**src/rtl/usb_dev_txn.sv**
```systemverilog
// usb_dev_txn: device-side USB transaction responder.
// OUT tokens to the page/data endpoint latch a 16-bit page and then write
// 64-bit data into device memory; IN tokens to the read endpoint fetch a
// memory word and return it as a DATA packet. All outputs are registered.
module usb_dev_txn #(
    parameter logic [6:0] DEV_ADDR  = 7'b1010000,
    parameter logic [3:0] ADDR_ENDP = 4'b0010,
    parameter logic [3:0] READ_ENDP = 4'b0001,
    parameter logic [7:0] TIMEOUT   = 8'd255
) (
    input  logic        clk,
    input  logic        rst,
    input  logic        tok_valid,
    input  logic [18:0] tok_pkt,
    input  logic        dpkt_valid,
    input  logic [71:0] dpkt,
    input  logic        dpkt_ok,
    output logic [15:0] mem_addr,
    output logic        mem_we,
    output logic [63:0] mem_wdata,
    output logic        mem_re,
    input  logic [63:0] mem_rdata,
    output logic        tx_valid,
    output logic [71:0] tx_pkt,
    input  logic        tx_ready,
    output logic        ack,
    output logic        nak,
    output logic        busy
);

    localparam logic [7:0] PID_OUT  = 8'b10000111;
    localparam logic [7:0] PID_IN   = 8'b10010110;
    localparam logic [7:0] PID_DATA = 8'b11000011;

    typedef enum logic [2:0] {
        IDLE    = 3'd0,
        RX_ADDR = 3'd1,
        PAGED   = 3'd2,
        RX_DATA = 3'd3,
        RD_REQ  = 3'd4,
        RD_CAP  = 3'd5,
        TX      = 3'd6
    } state_t;

    state_t      state_reg, state_next;
    logic [7:0]  tcount_reg, tcount_next;
    logic [15:0] page_reg, page_next;
    logic [63:0] wdata_reg, wdata_next;
    logic [71:0] tx_pkt_reg, tx_pkt_next;
    logic        we_reg, we_next;
    logic        re_reg, re_next;
    logic        tx_valid_reg, tx_valid_next;
    logic        ack_reg, ack_next;
    logic        nak_reg, nak_next;
    logic        busy_reg, busy_next;

    // Payload and read data travel LSB-first on the wire; flip them here.
    logic [63:0] payload_rev;
    logic [63:0] rdata_rev;

    genvar gi;
    generate
        for (gi = 0; gi < 64; gi++) begin : g_rev
            assign payload_rev[gi] = dpkt[63-gi];
            assign rdata_rev[gi]   = mem_rdata[63-gi];
        end
    endgenerate

    // Token decode: only the two recognised tokens for this device matter.
    logic is_out, is_in, good_data, in_rx, timeout_hit;

    assign is_out = tok_valid && (tok_pkt[18:11] == PID_OUT)
                    && (tok_pkt[10:4] == DEV_ADDR) && (tok_pkt[3:0] == ADDR_ENDP);
    assign is_in  = tok_valid && (tok_pkt[18:11] == PID_IN)
                    && (tok_pkt[10:4] == DEV_ADDR) && (tok_pkt[3:0] == READ_ENDP);
    assign good_data   = dpkt_valid && dpkt_ok && (dpkt[71:64] == PID_DATA);
    assign in_rx       = (state_reg == RX_ADDR) || (state_reg == RX_DATA);
    assign timeout_hit = (tcount_reg == TIMEOUT);

    // State register with synchronous reset.
    always_ff @(posedge clk) begin
        if (rst) begin
            state_reg <= IDLE;
        end else begin
            state_reg <= state_next;
        end
    end

    // Next-state logic; a data packet outranks a token or timeout in RX states.
    always_comb begin
        state_next = state_reg;
        case (state_reg)
            IDLE: begin
                if (is_out) state_next = RX_ADDR;
            end
            RX_ADDR: begin
                if (good_data)                       state_next = PAGED;
                else if (dpkt_valid)                 state_next = IDLE;
                else if (tok_valid || timeout_hit)   state_next = IDLE;
            end
            PAGED: begin
                if (is_out)     state_next = RX_DATA;
                else if (is_in) state_next = RD_REQ;
            end
            RX_DATA: begin
                if (good_data)                       state_next = IDLE;
                else if (dpkt_valid)                 state_next = PAGED;
                else if (tok_valid || timeout_hit)   state_next = PAGED;
            end
            RD_REQ:  state_next = RD_CAP;
            RD_CAP:  state_next = TX;
            TX: begin
                if (tx_valid_reg && tx_ready) state_next = IDLE;
            end
            default: state_next = IDLE;
        endcase
    end

    // Output logic: next values of every registered output and datapath reg.
    always_comb begin
        ack_next      = 1'b0;
        nak_next      = 1'b0;
        we_next       = 1'b0;
        re_next       = 1'b0;
        page_next     = page_reg;
        wdata_next    = wdata_reg;
        tx_pkt_next   = tx_pkt_reg;
        tx_valid_next = (state_next == TX);
        busy_next     = (state_next != IDLE) && (state_next != PAGED);
        // Counter restarts whenever we are outside the RX states, so it reads
        // zero on the first cycle after entering one.
        tcount_next   = in_rx ? tcount_reg + 8'd1 : 8'd0;

        case (state_reg)
            IDLE: begin
                if (is_in) nak_next = 1'b1;
            end
            RX_ADDR: begin
                if (good_data) begin
                    ack_next  = 1'b1;
                    page_next = payload_rev[63:48];
                end else if (dpkt_valid || tok_valid || timeout_hit) begin
                    nak_next = 1'b1;
                end
            end
            PAGED: begin
                if (!is_out && is_in) re_next = 1'b1;
            end
            RX_DATA: begin
                if (good_data) begin
                    ack_next   = 1'b1;
                    we_next    = 1'b1;
                    wdata_next = payload_rev;
                end else if (dpkt_valid || tok_valid || timeout_hit) begin
                    nak_next = 1'b1;
                end
            end
            RD_CAP: begin
                tx_pkt_next = {PID_DATA, rdata_rev};
            end
            TX: begin
                if (tx_valid_reg && tx_ready) ack_next = 1'b1;
            end
            default: ;
        endcase
    end

    // Output and datapath registers; reset clears everything including TX.
    always_ff @(posedge clk) begin
        if (rst) begin
            tcount_reg   <= 8'd0;
            page_reg     <= 16'h0;
            wdata_reg    <= 64'h0;
            tx_pkt_reg   <= 72'h0;
            we_reg       <= 1'b0;
            re_reg       <= 1'b0;
            tx_valid_reg <= 1'b0;
            ack_reg      <= 1'b0;
            nak_reg      <= 1'b0;
            busy_reg     <= 1'b0;
        end else begin
            tcount_reg   <= tcount_next;
            page_reg     <= page_next;
            wdata_reg    <= wdata_next;
            tx_pkt_reg   <= tx_pkt_next;
            we_reg       <= we_next;
            re_reg       <= re_next;
            tx_valid_reg <= tx_valid_next;
            ack_reg      <= ack_next;
            nak_reg      <= nak_next;
            busy_reg     <= busy_next;
        end
    end

    assign mem_addr  = page_reg;
    assign mem_we    = we_reg;
    assign mem_wdata = wdata_reg;
    assign mem_re    = re_reg;
    assign tx_valid  = tx_valid_reg;
    assign tx_pkt    = tx_pkt_reg;
    assign ack       = ack_reg;
    assign nak       = nak_reg;
    assign busy      = busy_reg;

endmodule

```
**config.mk**
```make
export PLATFORM = sky130hd
export DESIGN_NAME = usb_dev_txn
export DESIGN_NICKNAME = d
export VERILOG_FILES = /design/src/rtl/usb_dev_txn.sv
export SDC_FILE = /design/constraint.sdc
export NUM_CORES = 1
export LEC_CHECK = 0
export BUFFER_PORTS_ARGS = -buffer_cell sky130_fd_sc_hd__buf_4
export CAP_MARGIN = 20
export CORE_ASPECT_RATIO = 2
export CORE_MARGIN = 2
export CORE_UTILIZATION = 42
export CTS_BUF_LIST = sky130_fd_sc_hd__clkbuf_8 sky130_fd_sc_hd__clkbuf_16
export DETAILED_ROUTE_END_ITERATION = 10
export HOLD_SLACK_MARGIN = 0.15
export PLACE_DENSITY_LB_ADDON = 0.05
export SETUP_SLACK_MARGIN = 0.5
export SYNTH_ARGS = -nofsm -noshare
export SYNTH_HDL_FRONTEND = slang
export SYNTH_SLANG_ARGS = --single-unit
```
**constraint.sdc**
```tcl
create_clock -name clk -period 2.25 [get_ports clk]
set_input_delay 0.225 -clock clk [delete_from_list [all_inputs] [get_ports clk]]
set_output_delay 0.225 -clock clk [all_outputs]
set_load 0.02 [all_outputs]
```
# == Word-level counts from Yosys, hierarchy flattened ==
# Index checks and enable logic that the tools add are counted.
# word_totals
ff_bits,162
input_bits,161
out_inout_bits,158
elab_cells,73
# classes
add_sub_neg,1
eq_ne,15
muxes,19
bitwise_logic,3
n_reduce_logical,24
# ops
op,count
$eq A8 B8 Y1 const B,4
$mux W3,10
$pmux W3 S7,1
$eq A3 B3 Y1 const B,4
$logic_and A1 B1 Y1,11
$add A8 B1 Y8 const B,1
$reduce_or A2 Y1,4
$eq A7 B7 Y1 const B,1
$eq A3 B2 Y1 const B,2
$mux W1,6
$eq A4 B1 Y1 const B,1
$eq A4 B2 Y1 const B,1
$logic_or A1 B1 Y1,4
$pmux W1 S2,2
$reduce_and A2 Y1,2
$eq A3 B1 Y1 const B,1
$logic_not A3 Y1,1
$ne A3 B2 Y1 const B,1
$not A1 Y1,3
$reduce_bool A3 Y1,1
$logic_not A1 Y1,1

# == Logic depth before layout (Yosys ltp) ==
# depth
depth_word,9
ltp_mapped,7
mapped_depth_nobuf,5

# == Worst setup path before layout ==
# Ideal clock, no wire load.
# synth_timing
path_kind,input to register
start,input port dpkt[67]
end,register wdata_reg[10] (netlist: mem_wdata[10])
setup_ns,0.072
arrival_time_ns,1.707
required_ns,2.178
path_slack_ns,0.472
stages,7
path_buffers,3
path_cell_list,or4_4 > nor3_4 > and3_1 > buf_4 > buf_12 > buf_12 > mux2i_1
# synth_via
elab_chain_cells,3
# synth_rtl
element,line,rtl
start: declaration,16,"input logic [71:0] dpkt,"
$eq A8 B8 Y1,76,assign good_data = dpkt_valid && dpkt_ok && (dpkt[71:64] == PID_DATA);
$logic_and A1 B1 Y1,76,
$reduce_and A2 Y1 (no source line),--,
end signal: assignment,184,wdata_reg <= wdata_next;
end: declaration,48,"logic [63:0] wdata_reg, wdata_next;"
# Every way passes these cells.
# A chain may end at the register's enable or synchronous reset.

# == Worst setup path after layout ==
# layout_timing
start,input port tok_pkt[11]
end,register busy_reg (netlist: busy)
# layout_via
elab_chain_cells,9
word_cells_on_any_way,15
cone_classes,3 x eq/ne; 4 x mux; 8 x reduce/logical
# layout_rtl
element,line,rtl
start: declaration,14,"input logic [18:0] tok_pkt,"
$eq A8 B8 Y1,74,assign is_in = tok_valid && (tok_pkt[18:11] == PID_IN)
$logic_and A1 B1 Y1,74,
$logic_and A1 B1 Y1 (2 in series),75,&& (tok_pkt[10:4] == DEV_ADDR) && (tok_pkt[3:0] == READ_ENDP);
$mux W3,103,else if (is_in) state_next = RD_REQ;
$mux W3,102,if (is_out) state_next = RX_DATA;
$pmux W3 S7 *,92,case (state_reg)
$ne A3 B2 Y1 or $reduce_bool A3 Y1 (tied branches),129,busy_next = (state_next != IDLE) && (state_next != PAGED);
$logic_and A1 B1 Y1 *,129,
end signal: assignment,191,busy_reg <= busy_next;
end: declaration,55,"logic busy_reg, busy_next;"
# Every way passes the cells marked *; elsewhere a longest branch is shown, timed or not.

==> metrics <==
critical path's slowest cell dlygate4sd3_1; Die X 92.4 um; core area 0.0153 mm2; Gate power share under 10%; status finished clean; number of I/O pins around 320; adder-cell area share of the yosys netlist 0.191%; CTS clk-pin slew, worst paths 0.07 ns; Final TNS setup 0 ns; clk_skew 0.00770 ns; Tmin final about 1.5 ns; Post-Syn Area per Cell 9.16 um2; MaxCap Viol Count 0; power density cells 606 mW/mm2; Layout fillers approximately 1.1k; Startpoint Class input port; initial antenna violation count 0; WS Path Type in -> reg; clock sink count between 150 and 200; post-synthesis mux area share 12.2%; dominant cell type by area after synthesis dfxtp_1; CP Capture Type flip-flop; routed length per instance about 15 um; Tot GR Track Use 23.4%; top_reg_cell synth dfxtp_1; Switching Fraction about 20%; Synth Area in Compound Gates 6.50%; crit path DAT 1.89 ns; Largest register FFs 65; RSZ-0062 raised after global routing no; fin util 72.8%; main combinational cell family by area after synthesis simple AND/OR/NAND/NOR gates; CTS tree built; first-pass GRT wire length approximately 32000 um; fin cells 1360; Setup-failing EPs final 0; Pwr Total a little under 7000 uW; vias per cell 4.67; HP Class in -> reg; vias in the first global route 6542; final WL around 20000 um; Post-CTS Setup Inserts 0; final RePlAce weighted congestion 0.799; Warnings, synthesis 0; placed cell count 1198; H-tree depth 4; Max Slew Vio Count 0; starting density of the core between 40% and 50%; top cells by area, synth dfxtp_1 49%, nand2b_1 14%, mux2i_1 12%, nand2_1 7.8%, a21oi_1 5.3%; Rows 64; clk_lat worst skew 0.42 ns; fmax 649 MHz; design area 0.0111 mm2; drt first pass iters 4; placed inst area 0.00915 mm2; crit-path max cell delay ~0.54 ns; largest net degree at the start of global routing 66; FF+latch count, synth 162; Seq/Total Area, Yosys 49.4%; internal power about 5400 uW; Starting DRT DRC Count between 150 and 200; XOR/XNOR Fraction of Synth Area less than 1%; Final HPWL DP 13300 um; Switch Pwr 1350 uW; period utilization 68.5%; area grow syn2layout 69.5%; maximum fanout along the worst path 3; share of the synthesized area in the top cell type 49.4%; ys async rst share 0%; DRC 0; top cells by count, synth 162 x dfxtp_1, 145 x nand2b_1, 137 x nand2_1; Post-synth EDFFs 0; CTS root buf clkbuf_16; Clock power frac 49.3%; Mapped Cells 717; Slew @ Worst Pin 0.500 ns; Slew HR 66.7%; Layout Nets 1310; post-synthesis simple-gate area fraction 26.1%; Antenna Violating Nets Remaining 0; proportion of layout cells with a drive suffix above 1 32.3%; Seq pwr share 42.5%; count leader, synth dfxtp_1; DR vias around 6.4k; worst-path cell chain dlygate4sd3_1 -> buf_4 -> nor4bb_1 -> and3_1 -> a22oi_1 -> a21oi_1; leakage 0.00475 uW; Hold Fails Final Rpt 0; CTS max path bufs 2; die height 181 um; TritonCTS Buffers 17; Die Footprint 0.0167 mm2; grt ovf 0; port buffer count 314; Synth Cell Area 0.00657 mm2; Cell variety after synth 44; Worst EP required 2.60 ns; VDD IR-drop max 0.518 mV
## power by group through the flow
stage          Sequential (uW)  Combinational [uW]  Clock (uW)
2_1_floorplan             2930                 127           0
3_3_place_gp              2930                 365           0
3_5_place_dp              2930                 366           0
4_1_cts                   2870                 552        3390
5_1_grt                   2860                 593        3510
6_report                  2870                 555        3330
## stage by stage
stage | hold WS [ns] | setup WS [ns]
after floorplan | 0.361 | 0.522
after global placement | 0.442 | 0.288
after detailed placement | 0.447 | 0.254
after CTS | 0.151 | 0.614
after global routing | 0.179 | 0.558
final | 0.168 | 0.709
## worst paths after layout
path | start | to | slack [ns] | depth (start not counted)
hold / removal | tok_pkt[1] | nak | 0.17 | 4
hold reg to reg | tx_pkt[12] | tx_pkt[12] | 0.45 | 2
setup / recovery | tok_pkt[11] | busy | 0.71 | 6
setup reg to reg | state_reg[1] | tx_pkt[39] | 0.74 | 5
## routing by layer
layer	vias to the layer above	global-route usage (%)	wire length, um	part of all wire [%]
li1	3185	-	-	-
met1	2881	24.7	7330	37
met2	245	42.2	10500	53
met3	43	6.51	1380	6.9
met4	0	11.0	665	3.3
met5	-	0	0	0
## area by class of cell
cell class | count | area, um2 | share of cell area [%]
diodes | 1 | 2.50 | 0.0225
clock buffers | 19 | 453 | 4.07
clock inverters | 13 | 230 | 2.07
inverters | 1 | 3.75 | 0.0337
multi-input cells | 499 | 3020 | 27.1
flip-flops and latches | 162 | 3240 | 29.2
well taps | 198 | 248 | 2.23
repair buffers | 467 | 3930 | 35.3
## cells by family (layout without fill, tap and decap cells)
family,count (synthesis),after routing
other cells,1,5
xor+xnor,5,5
compound gates,81,81
buf+inv,59,500
mux,80,80
fa+ha+maj,1,1
simple gates,328,328
flops,162,162
## critical path: cells and delay by family
family	cells	cell delay, ns
buf+inv	2	0.68
simple gates	2	0.71
compound gates	2	0.29
## cells in the final DEF (no fill, tap or decap), types with 2 or more instances in the layout
cell,instances
nand4b_1,2
clkbuf_8,2
clkinv_4,2
nand4_1,3
nor4bb_1,2
inv_1,3
xor2_1,4
clkbuf_16,17
dfxtp_1,161
bufinv_16,6
nand3_1,3
conb_1,4
dlygate4sd3_1,129
a31oi_1,2
a21oi_1,69
o21ai_0,4
buf_4,330
nor2_1,16
mux2i_1,80
and3_1,2
nand2_1,136
buf_12,8
nor2b_1,2
nand3b_1,2
nand2b_1,145
inv_6,2
## repair_timing
| item | in CTS | in global routing |
|---|---|---|
| resized for setup | 0 | 2 |
| setup endpoints to repair | 0 | 5 |
| endpoints found under the hold margin | 142 | 0 |
| hold buffers | 129 | 0 |
Power figures use the tool's default switching activity.
